===== src/rtl/sme_driver_if.sv =====
// Host, engine and status signals of the matching-engine driver.
// master = host/engine side, slave = driver side.
interface sme_driver_if;
    logic       wr_en;
    logic       wr_sel;
    logic [4:0] wr_addr;
    logic [7:0] wr_data;
    logic [5:0] str_len;
    logic [3:0] pat_len;
    logic       start;
    logic       send_str;
    logic [7:0] chardata;
    logic       isstring;
    logic       ispattern;
    logic       valid;
    logic       match;
    logic [4:0] match_index;
    logic       busy;
    logic       done;
    logic       result_match;
    logic [4:0] result_index;
    logic       timeout;

    modport master (
        output wr_en, wr_sel, wr_addr, wr_data,
        output str_len, pat_len, start, send_str,
        output valid, match, match_index,
        input  chardata, isstring, ispattern,
        input  busy, done, result_match, result_index, timeout
    );

    modport slave (
        input  wr_en, wr_sel, wr_addr, wr_data,
        input  str_len, pat_len, start, send_str,
        input  valid, match, match_index,
        output chardata, isstring, ispattern,
        output busy, done, result_match, result_index, timeout
    );
endinterface


===== src/rtl/sme_driver.sv =====
// Streams a stored string and pattern to a string-matching engine and
// captures the engine result, abandoning the job after TIMEOUT cycles.
module sme_driver #(
    parameter int TIMEOUT = 64
) (
    input logic         clk,
    input logic         reset,
    sme_driver_if.slave bus
);
    localparam logic [2:0] IDLE     = 3'd0;
    localparam logic [2:0] SEND_STR = 3'd1;
    localparam logic [2:0] SEND_PAT = 3'd2;
    localparam logic [2:0] WAIT     = 3'd3;
    localparam logic [2:0] DONE     = 3'd4;

    localparam int            WW        = $clog2(TIMEOUT + 1);
    localparam logic [WW-1:0] WAIT_LAST = WW'(TIMEOUT - 1);
    localparam logic [WW-1:0] WAIT_ONE  = WW'(1);

    logic [2:0]    state;
    logic [7:0]    str_buf [32];
    logic [7:0]    pat_buf [8];
    logic          str_loaded;
    logic [5:0]    str_len_q;
    logic [3:0]    pat_len_q;
    logic [5:0]    idx;
    logic [5:0]    nidx;
    logic [WW-1:0] wait_cnt;
    logic          pat_ok;
    logic          str_ok;
    logic          start_ok;

    assign nidx = idx + 6'd1;

    assign pat_ok = (bus.pat_len != 4'd0) && (bus.pat_len <= 4'd8);
    assign str_ok = (bus.str_len != 6'd0) && (bus.str_len <= 6'd32);

    // pattern-only jobs reuse the string already held by the engine
    assign start_ok = bus.start && pat_ok &&
                      (bus.send_str ? str_ok : str_loaded);

    assign bus.busy = (state != IDLE);
    assign bus.done = (state == DONE);

    always_ff @(posedge clk) begin
        if (reset) begin
            for (int i = 0; i < 32; i++) begin
                str_buf[i] <= 8'h00;
            end
            for (int i = 0; i < 8; i++) begin
                pat_buf[i] <= 8'h00;
            end
        end else if (state == IDLE && bus.wr_en) begin
            if (bus.wr_sel) begin
                pat_buf[bus.wr_addr[2:0]] <= bus.wr_data;
            end else begin
                str_buf[bus.wr_addr] <= bus.wr_data;
            end
        end
    end

    always_ff @(posedge clk) begin
        if (reset) begin
            state            <= IDLE;
            str_loaded       <= 1'b0;
            str_len_q        <= 6'd0;
            pat_len_q        <= 4'd0;
            idx              <= 6'd0;
            wait_cnt         <= '0;
            bus.chardata     <= 8'h00;
            bus.isstring     <= 1'b0;
            bus.ispattern    <= 1'b0;
            bus.result_match <= 1'b0;
            bus.result_index <= 5'd0;
            bus.timeout      <= 1'b0;
        end else begin
            case (state)
                IDLE: begin
                    if (start_ok) begin
                        str_len_q <= bus.str_len;
                        pat_len_q <= bus.pat_len;
                        idx       <= 6'd0;
                        if (bus.send_str) begin
                            state        <= SEND_STR;
                            bus.chardata <= str_buf[0];
                            bus.isstring <= 1'b1;
                        end else begin
                            state         <= SEND_PAT;
                            bus.chardata  <= pat_buf[0];
                            bus.ispattern <= 1'b1;
                        end
                    end
                end
                SEND_STR: begin
                    // hand over straight to the pattern with no idle gap
                    if (nidx == str_len_q) begin
                        state         <= SEND_PAT;
                        idx           <= 6'd0;
                        str_loaded    <= 1'b1;
                        bus.chardata  <= pat_buf[0];
                        bus.isstring  <= 1'b0;
                        bus.ispattern <= 1'b1;
                    end else begin
                        idx          <= nidx;
                        bus.chardata <= str_buf[nidx[4:0]];
                    end
                end
                SEND_PAT: begin
                    if (nidx == {2'b00, pat_len_q}) begin
                        state         <= WAIT;
                        wait_cnt      <= '0;
                        bus.chardata  <= 8'h00;
                        bus.ispattern <= 1'b0;
                    end else begin
                        idx          <= nidx;
                        bus.chardata <= pat_buf[nidx[2:0]];
                    end
                end
                WAIT: begin
                    if (bus.valid) begin
                        state            <= DONE;
                        bus.result_match <= bus.match;
                        bus.result_index <= bus.match_index;
                        bus.timeout      <= 1'b0;
                    end else if (wait_cnt == WAIT_LAST) begin
                        state            <= DONE;
                        bus.result_match <= 1'b0;
                        bus.result_index <= 5'd31;
                        bus.timeout      <= 1'b1;
                    end else begin
                        wait_cnt <= wait_cnt + WAIT_ONE;
                    end
                end
                DONE: begin
                    state <= IDLE;
                end
                default: begin
                    state <= IDLE;
                end
            endcase
        end
    end
endmodule


===== src/flat_wrapper.sv =====
// flat-port wrapper written by rule: the top's interface ports become plain ports
module sme_driver_flat 
#(
    parameter int TIMEOUT = 64
)
  (clk, reset, bus_wr_en, bus_wr_sel, bus_wr_addr, bus_wr_data, bus_str_len, bus_pat_len, bus_start, bus_send_str, bus_valid, bus_match, bus_match_index, bus_chardata, bus_isstring, bus_ispattern, bus_busy, bus_done, bus_result_match, bus_result_index, bus_timeout);
  sme_driver_if bus_i ();
  input logic clk;
  input logic reset;
  input wire logic [$bits(bus_i.wr_en)-1:0] bus_wr_en;
  input wire logic [$bits(bus_i.wr_sel)-1:0] bus_wr_sel;
  input wire logic [$bits(bus_i.wr_addr)-1:0] bus_wr_addr;
  input wire logic [$bits(bus_i.wr_data)-1:0] bus_wr_data;
  input wire logic [$bits(bus_i.str_len)-1:0] bus_str_len;
  input wire logic [$bits(bus_i.pat_len)-1:0] bus_pat_len;
  input wire logic [$bits(bus_i.start)-1:0] bus_start;
  input wire logic [$bits(bus_i.send_str)-1:0] bus_send_str;
  input wire logic [$bits(bus_i.valid)-1:0] bus_valid;
  input wire logic [$bits(bus_i.match)-1:0] bus_match;
  input wire logic [$bits(bus_i.match_index)-1:0] bus_match_index;
  output wire logic [$bits(bus_i.chardata)-1:0] bus_chardata;
  output wire logic [$bits(bus_i.isstring)-1:0] bus_isstring;
  output wire logic [$bits(bus_i.ispattern)-1:0] bus_ispattern;
  output wire logic [$bits(bus_i.busy)-1:0] bus_busy;
  output wire logic [$bits(bus_i.done)-1:0] bus_done;
  output wire logic [$bits(bus_i.result_match)-1:0] bus_result_match;
  output wire logic [$bits(bus_i.result_index)-1:0] bus_result_index;
  output wire logic [$bits(bus_i.timeout)-1:0] bus_timeout;
  assign bus_i.wr_en = bus_wr_en;
  assign bus_i.wr_sel = bus_wr_sel;
  assign bus_i.wr_addr = bus_wr_addr;
  assign bus_i.wr_data = bus_wr_data;
  assign bus_i.str_len = bus_str_len;
  assign bus_i.pat_len = bus_pat_len;
  assign bus_i.start = bus_start;
  assign bus_i.send_str = bus_send_str;
  assign bus_i.valid = bus_valid;
  assign bus_i.match = bus_match;
  assign bus_i.match_index = bus_match_index;
  assign bus_chardata = bus_i.chardata;
  assign bus_isstring = bus_i.isstring;
  assign bus_ispattern = bus_i.ispattern;
  assign bus_busy = bus_i.busy;
  assign bus_done = bus_i.done;
  assign bus_result_match = bus_i.result_match;
  assign bus_result_index = bus_i.result_index;
  assign bus_timeout = bus_i.timeout;
  sme_driver #(.TIMEOUT(TIMEOUT)) u_core (.clk(clk), .reset(reset), .bus(bus_i));
endmodule

===== config.mk =====
export PLATFORM = sky130hd
export DESIGN_NAME = sme_driver_flat
export DESIGN_NICKNAME = d
export VERILOG_FILES = /design/src/rtl/sme_driver_if.sv /design/src/rtl/sme_driver.sv /design/src/flat_wrapper.sv
export SDC_FILE = /design/constraint.sdc
export NUM_CORES = 1
export LEC_CHECK = 0
export CAP_MARGIN = 20
export CORE_MARGIN = 1.5
export CORE_UTILIZATION = 55
export CTS_CLUSTER_DIAMETER = 50
export DETAILED_ROUTE_END_ITERATION = 10
export HOLD_SLACK_MARGIN = 0.15
export PLACE_DENSITY = 0.76
export SLEW_MARGIN = 20
export SYNTH_ARGS = -nofsm -noshare
export SYNTH_HDL_FRONTEND = slang
export SYNTH_SLANG_ARGS = --single-unit

===== constraint.sdc =====
create_clock -name clk -period 3.5 [get_ports clk]
set_clock_uncertainty 0.05 [all_clocks]
set_input_delay 1.05 -clock clk [delete_from_list [all_inputs] [get_ports clk]]
set_output_delay 1.05 -clock clk [all_outputs]
set_load 0.05 [all_outputs]

==> results of run 1 <==
[registers in the layout, summed over array words and instances, names as in the netlist]
register / count
u_core.bus.result_match: 1
u_core.wait_cnt: 7
u_core.state: 3
u_core.idx: 6
u_core.pat_len_q: 4
u_core.bus.ispattern: 1
u_core.pat_buf: 64
u_core.bus.timeout: 1
u_core.bus.chardata: 8
u_core.bus.isstring: 1
u_core.str_loaded: 1
u_core.bus.result_index: 5
u_core.str_buf: 256
u_core.str_len_q: 6
[layer usage]
layer,routed length [um],share of wire,global-route usage,up-vias
li1,-,-,-,4910
met1,17000,0.41,0.337,5484
met2,20600,0.50,0.438,422
met3,2600,0.063,0.0331,95
met4,1340,0.032,0.0893,0
met5,0,0,0,-
[critical path, stage by stage (launching register included)]
cell and delay (ps):
dfxtp_1 510, nor3_4 90, inv_2 170, clkdlybuf4s50_1 850
[kinds of logic after synthesis]
group,Yosys count,synth area share
XOR/XNOR,18,0.0103
multiplexers,115,0.124
adder cells (fa/ha/maj),2,0.00143
AO/OA/AOI/OAI,83,0.0346
flip-flops,364,0.599
AND/OR/NAND/NOR,619,0.205
buffers and inverters,94,0.0261
[how the worst min path moves through the flow]
stage | from | to | slack [ps] | cells after the start
2_1_floorplan | u_core.wait_cnt[6]$_SDFFE_PP0P_ | u_core.wait_cnt[6]$_SDFFE_PP0P_ | 360 | 2
3_3_place_gp | u_core.wait_cnt[6]$_SDFFE_PP0P_ | u_core.wait_cnt[6]$_SDFFE_PP0P_ | 370 | 2
3_5_place_dp | u_core.wait_cnt[6]$_SDFFE_PP0P_ | u_core.wait_cnt[6]$_SDFFE_PP0P_ | 370 | 2
4_1_cts | u_core.wait_cnt[6]$_SDFFE_PP0P_ | u_core.wait_cnt[6]$_SDFFE_PP0P_ | 380 | 2
5_1_grt | u_core.wait_cnt[6]$_SDFFE_PP0P_ | u_core.wait_cnt[6]$_SDFFE_PP0P_ | 400 | 2
6_report | u_core.wait_cnt[6]$_SDFFE_PP0P_ | u_core.wait_cnt[6]$_SDFFE_PP0P_ | 380 | 2
[cell type report]
cell class	count	area share
clock buffer	49	0.0536
clock inverter	29	0.0145
inverter	8	0.00149
multi-input combinational	837	0.328
sequential	364	0.522
tap	402	0.0250
timing repair buffer	120	0.0550
[per-stage QoR]
stage / area, um^2 / setup slack (ps) / hold slack (ps) / power [mW]
4_1_cts: 20100 / 230 / 382 / 10.1
6_report: 20100 / 233 / 381 / 10.1
3_5_place_dp: 18700 / 112 / 374 / 5.91
3_3_place_gp: 18700 / 193 / 368 / 5.89
5_1_grt: 20100 / 201 / 398 / 10.4
2_1_floorplan: 17500 / 637 / 360 / 5.60
[power by group through the flow]
stage / sequential [mW] / clock (mW) / combinational, mW
global route: 4.95 / 4.49 / 0.942
global placement: 5.02 / 0 / 0.876
floorplan: 5.03 / 0 / 0.569
CTS: 4.94 / 4.31 / 0.892
finish: 4.94 / 4.27 / 0.889
detailed placement: 5.03 / 0 / 0.889
[layout by cell type, fill, tap and decap left out, drive strengths merged, types with 3 or more instances in the layout]
master / synthesis / routed
dfxtp: 44 / 44
or2: 44 / 44
inv: 8 / 14
clkinv: 0 / 18
nand2b: 8 / 8
and2: 322 / 322
a21oi: 18 / 18
nand4: 10 / 10
a31o: 3 / 3
mux2: 16 / 16
mux2i: 19 / 19
buf: 34 / 67
nor2b: 9 / 9
o22ai: 7 / 7
xor2: 11 / 11
mux4: 80 / 80
or3: 5 / 5
nor4: 6 / 6
clkbuf: 52 / 49
xnor2: 7 / 7
a211oi: 4 / 4
a31oi: 4 / 4
and3: 4 / 4
a221oi: 15 / 15
clkdlybuf4s50: 0 / 53
edfxtp: 320 / 320
o2bb2a: 7 / 7
nand3: 33 / 33
bufinv: 0 / 3
nor2: 70 / 70
nand2: 70 / 70
o21ai: 11 / 11
nand3b: 3 / 3
nor3: 23 / 23
==> impl_metrics.env, run 1 <==
export IMPL_setup_worst_path_end_class="output pin"
export IMPL_wl_per_cell_um=23.0
export IMPL_drive_gt1_frac=0.216
export IMPL_num_rows=65
export IMPL_dp_cells=1731
export IMPL_outcome="finished clean"
export IMPL_synthArstFlopShare=0
export IMPL_critPathKind="reg2out"
export IMPL_grt_pass1_vias=10800
export IMPL_clockPowerShare=0.423
export IMPL_synth_top_area_share=0.548
export IMPL_cts_num_sinks=364
export IMPL_h_tree_depth=2
export IMPL_ctsHoldBuffers=0
export IMPL_synth_edff_count=320
export IMPL_cp_endpoint="bus_busy"
export IMPL_setup_tns_final_ps=0
export IMPL_pwr_share_comb=0.088
export IMPL_p_sw_frac=0.236
export IMPL_synth_area_leaders="edfxtp_1 (55%), and2_1 (11%), mux4_2 (10%)"
export IMPL_hold_viol=0
export IMPL_cts_buffer_depth=3
export IMPL_die_w_um=182
export IMPL_r2r_cells=7
export IMPL_grt_use_total=0.255
export IMPL_max_freq_ghz=0.306
export IMPL_start_kind="flip-flop"
export IMPL_syn_area_um2=17500
export IMPL_syn_to_final_growth_pct=14.7
export IMPL_r2r_start="u_core.idx[1]$_SDFFE_PP0P_"
export IMPL_postSynthAreaPerCell_um2=13.5
export IMPL_drt_total_wl_um=41600
export IMPL_cp_startpoint="u_core.state[2]$_SDFFE_PP0P_"
export IMPL_reg2reg_slack_ps=470
export IMPL_utilization=0.639
export IMPL_worstHoldPathType="reg2reg"
export IMPL_place_hpwl_um=27700
export IMPL_num_antenna_cells=0
export IMPL_rsz0062_at_grt="false"
export IMPL_period_needed_ps=3270
export IMPL_antenna_found_initial=1
export IMPL_grt_overflow_total=0
export IMPL_cts_setup_buffers=0
export IMPL_multi_input_area_um2=6600
export IMPL_synthesis_nets=1333
export IMPL_die_area_um2=32900
export IMPL_final_cells=1809
export IMPL_first_pass_iters=7
export IMPL_yosys_warnings=0
export IMPL_yosysMostFrequentCell="and2_1"
export IMPL_synth_commonest_cells="and2_1 (322), edfxtp_1 (320), mux4_2 (80)"
export IMPL_p_int_mw=7.71
export IMPL_p_seq_frac=0.489
export IMPL_ant_nets=0
export IMPL_p_per_area_nw_per_um2=502
export IMPL_cts_tree="yes"
export IMPL_timing_rr_end="u_core.bus.chardata[0]$_SDFFE_PP0P_"
export IMPL_ctsResizeCount=0
export IMPL_path_clk_slew_ps=60
export IMPL_p_sw_mw=2.38
export IMPL_ys_ff_latch=364
export IMPL_io_pins=55
export IMPL_worstPathRequired_ps=2400
export IMPL_yosysTopAreaCell="edfxtp_1"
export IMPL_vias=10900
export IMPL_slew_violations=0
export IMPL_relSlewSlack=0.381
export IMPL_drc=0
export IMPL_final_nets=1411
export IMPL_die_height_um=182
export IMPL_clock_latency_ps=560
export IMPL_finalSetupViolCount=0
export IMPL_drv_cap=0
export IMPL_numCtsBuffers=42
export IMPL_port_buffers=54
export IMPL_vdd_ir_drop_max_mv=0.379
export IMPL_vias_per_cell=6.03
export IMPL_synth_ff_type="edfxtp_1"
export IMPL_crit_fanout=8
export IMPL_final_period_utilization=0.934
export IMPL_gp_congestion=0.890
export IMPL_seqCellArea_um2=10500
export IMPL_ys_seq_area_frac=0.599
export IMPL_fillers=2245
export IMPL_grt_max_degree=50
export IMPL_tightest_slew_ps=928
export IMPL_core_area_um2=31500
export IMPL_cts_root_buf="clkbuf_16"
export IMPL_cp_arrival_ps=2170
export IMPL_drt_iter0_markers=1109
export IMPL_synth_cells=1295
export IMPL_start_util=0.557
export IMPL_grt_pass1_wl_um=62700
export IMPL_synth_cell_types=67
export IMPL_leakagePower_nw=7.27
No activity file was read; power rests on OpenSTA's default activity.
==> inputs of run 2 (changes only) <==
- SLEW_MARGIN: 20 -> not set
==> results of run 2 <==
Final layout, timing and power as in run 1 (identical DEF).
==> inputs of run 3 (changes only) <==
- ABC_AREA: not set -> 1
- CORE_ASPECT_RATIO: not set -> 1.1
- SETUP_SLACK_MARGIN: not set -> 0.15
==> impl_metrics.env, run 3 <==
export IMPL_worstHoldPathType="reg2reg"
export IMPL_clock_latency_ps=530
export IMPL_cts_num_sinks=364
export IMPL_yosys_warnings=0
export IMPL_synth_edff_count=320
export IMPL_first_pass_iters=7
export IMPL_cts_setup_buffers=0
export IMPL_grt_max_degree=123
export IMPL_synth_ff_type="edfxtp_1"
export IMPL_num_rows=67
export IMPL_ys_ff_latch=364
export IMPL_die_height_um=188
export IMPL_drv_cap=0
export IMPL_relSlewSlack=0.338
export IMPL_synth_cell_types=35
export IMPL_fillers=2499
export IMPL_die_w_um=171
export IMPL_place_hpwl_um=27700
export IMPL_critPathKind="reg2out"
export IMPL_outcome="finished clean"
export IMPL_port_buffers=54
export IMPL_final_period_utilization=0.880
export IMPL_p_sw_frac=0.253
export IMPL_ctsHoldBuffers=0
export IMPL_max_freq_ghz=0.325
export IMPL_layout_commonest_cell="nand2_1"
export IMPL_start_util=0.559
export IMPL_met3WireLength_um=4520
export IMPL_ys_seq_area_frac=0.614
export IMPL_tightest_slew_ps=993
export IMPL_core_area_um2=30500
export IMPL_p_sw_mw=2.60
export IMPL_fin_area_um2=19400
export IMPL_h_tree_depth=2
export IMPL_p_int_mw=7.67
export IMPL_vias=13600
export IMPL_layout_common_cells="nand2_1 (503), nor2_1 (408), edfxtp_1 (320)"
export IMPL_ctsResizeCount=0
export IMPL_final_nets=1974
export IMPL_drive_gt1_frac=0.0774
export IMPL_drt_total_wl_um=44400
export IMPL_synth_commonest_cells="nand2_1 (503), nor2_1 (408), edfxtp_1 (320)"
export IMPL_slowest_delay_ps=830
export IMPL_grt_pass1_wl_um=68000
export IMPL_yosysMostFrequentCell="nand2_1"
export IMPL_gp_congestion=0.924
export IMPL_drc=0
export IMPL_antenna_found_initial=0
export IMPL_num_antenna_cells=0
export IMPL_met2_wirelength_um=21900
export IMPL_path_clk_slew_ps=60
export IMPL_clockPowerShare=0.398
export IMPL_largestRegisters="u_core.str_buf x256, u_core.pat_buf x64, u_core.bus.chardata x8"
export IMPL_largest_reg_flops=256
export IMPL_grt_use_total=0.280
export IMPL_grt_overflow_total=0
export IMPL_p_seq_frac=0.482
export IMPL_setup_tns_final_ps=0
export IMPL_synthArstFlopShare=0
export IMPL_ant_nets=0
export IMPL_vdd_ir_drop_max_mv=0.320
export IMPL_pwr_share_comb=0.119
export IMPL_vias_per_cell=5.71
export IMPL_period_needed_ps=3080
export IMPL_synthesis_nets=1939
export IMPL_grt_pass1_vias=13300
export IMPL_leakagePower_nw=7.68
export IMPL_postPlaceCellArea_um2=18100
export IMPL_cp_arrival_ps=1980
export IMPL_crit_fanout=4
export IMPL_cts_root_buf="clkbuf_16"
export IMPL_hold_viol=0
export IMPL_crit_chain="inv_1 > nand2_1 > clkdlybuf4s50_1"
export IMPL_cts_tree="yes"
export IMPL_setup_worst_path_end_class="output pin"
export IMPL_p_per_area_nw_per_um2=530
export IMPL_synth_area_leaders="edfxtp_1 (56%), nand2_1 (11%), nor2_1 (9.0%)"
export IMPL_synth_cells=1901
export IMPL_io_pins=55
export IMPL_die_area_um2=32100
export IMPL_numCtsBuffers=39
export IMPL_drt_iter0_markers=1496
export IMPL_slowest_stage="clkdlybuf4s50_1"
export IMPL_regMostFlops="u_core.str_buf"
export IMPL_start_kind="flip-flop"
export IMPL_syn_area_um2=17100
export IMPL_slew_violations=0
export IMPL_critPathBufInv=2
export IMPL_cts_buffer_depth=3
export IMPL_worstPathRequired_ps=2400
export IMPL_top_layer="met4"
export IMPL_synth_top_area_share=0.563
export IMPL_critPathTopFamily="buffers and inverters"
export IMPL_rsz0062_at_grt="false"
export IMPL_wl_per_cell_um=18.7
export IMPL_finalSetupViolCount=0
export IMPL_postSynthAreaPerCell_um2=8.98
export IMPL_met1_length_um=15700
export IMPL_yosysTopAreaCell="edfxtp_1"
export IMPL_syn_to_final_growth_pct=13.5
[run 3: cell types whose count changed in the layout (fill, tap and decap cells not counted), sizes merged, moves of 16 or more]
cell   before  now
mux4       80    0
mux2       16    0
nand2      70  514
a21oi      18   48
o21ai      11   50
or2        44    0
nor2       70  415
inv        14   78
nand3      33  284
and2      322    0
mux2i      19    0
[run 3: area by class of cell]
type                       count  area, um^2  area share
inverter                      75         284      0.0147
timing repair buffer         108         983      0.0508
clock buffer                  55        1110      0.0572
multi-input combinational   1348        5820       0.301
sequential                   364       10500       0.542
clock inverter                13         159     0.00820
tap                          414         518      0.0267
[run 3: power by group through the flow]
stage	Combinational, mW	Sequential (mW)	Clock [mW]
global route	1.33	4.97	4.28
CTS	1.21	4.95	4.11
global placement	1.18	5.04	0
detailed placement	1.21	5.04	0
floorplan	0.745	5.10	0
finish	1.23	4.95	4.09
[run 3: final timing paths]
check / startpoint / end / slack, ps / cells past startpoint
worst min register to register: u_core.bus.isstring$_SDFFE_PP0P_ / u_core.bus.isstring$_SDFFE_PP0P_ / 400 / 2
worst max register to register: u_core.idx[1]$_SDFFE_PP0P_ / u_core.bus.chardata[6]$_SDFFE_PP0P_ / 850 / 14
worst min-delay path: u_core.bus.isstring$_SDFFE_PP0P_ / u_core.bus.isstring$_SDFFE_PP0P_ / 400 / 2
worst max-delay path: u_core.state[1]$_SDFFE_PP0P_ / bus_busy / 420 / 3
[run 3: stage by stage]
stage                     utilization  hold slack, ps  setup WS (ps)  std cells  power (mW)
after floorplan                     -             372            672       1901        5.85
after global placement          0.593             384            301       2309        6.22
after detailed placement        0.593             395            234       2309        6.25
final                           0.635             404            421       2377        10.3
after global routing            0.635             421            363       2377        10.6
after CTS                       0.635             405            406       2377        10.3
[run 3: kinds of logic after synthesis]
group | share of synthesized area
adders and majority gates | 0.00147
AOI/OAI and AO/OA | 0.0336
xor gates and xnor gates | 0.00359
DFF | 0.614
and+or+nand+nor | 0.302
buffers and inverters | 0.0445
[run 3: layer usage]
layer,vias up,global-route usage
li1,6400,-
met5,-,0
met1,6243,0.333
met4,0,0.154
met2,740,0.478
met3,180,0.0507
[run 3: worst register-to-register path: stages, from the launching register on]
cell and delay (ps):
dfxtp_1 410, ha_2 400, inv_2 370, buf_4 340
nor2_1 100, o21ai_0 110, nand2_1 140, nand2_1 80
nand2_1 60, nand3_1 80, nand2_1 60, nor2_1 100
nand2_1 70, nand2_1 110, a21oi_2 60
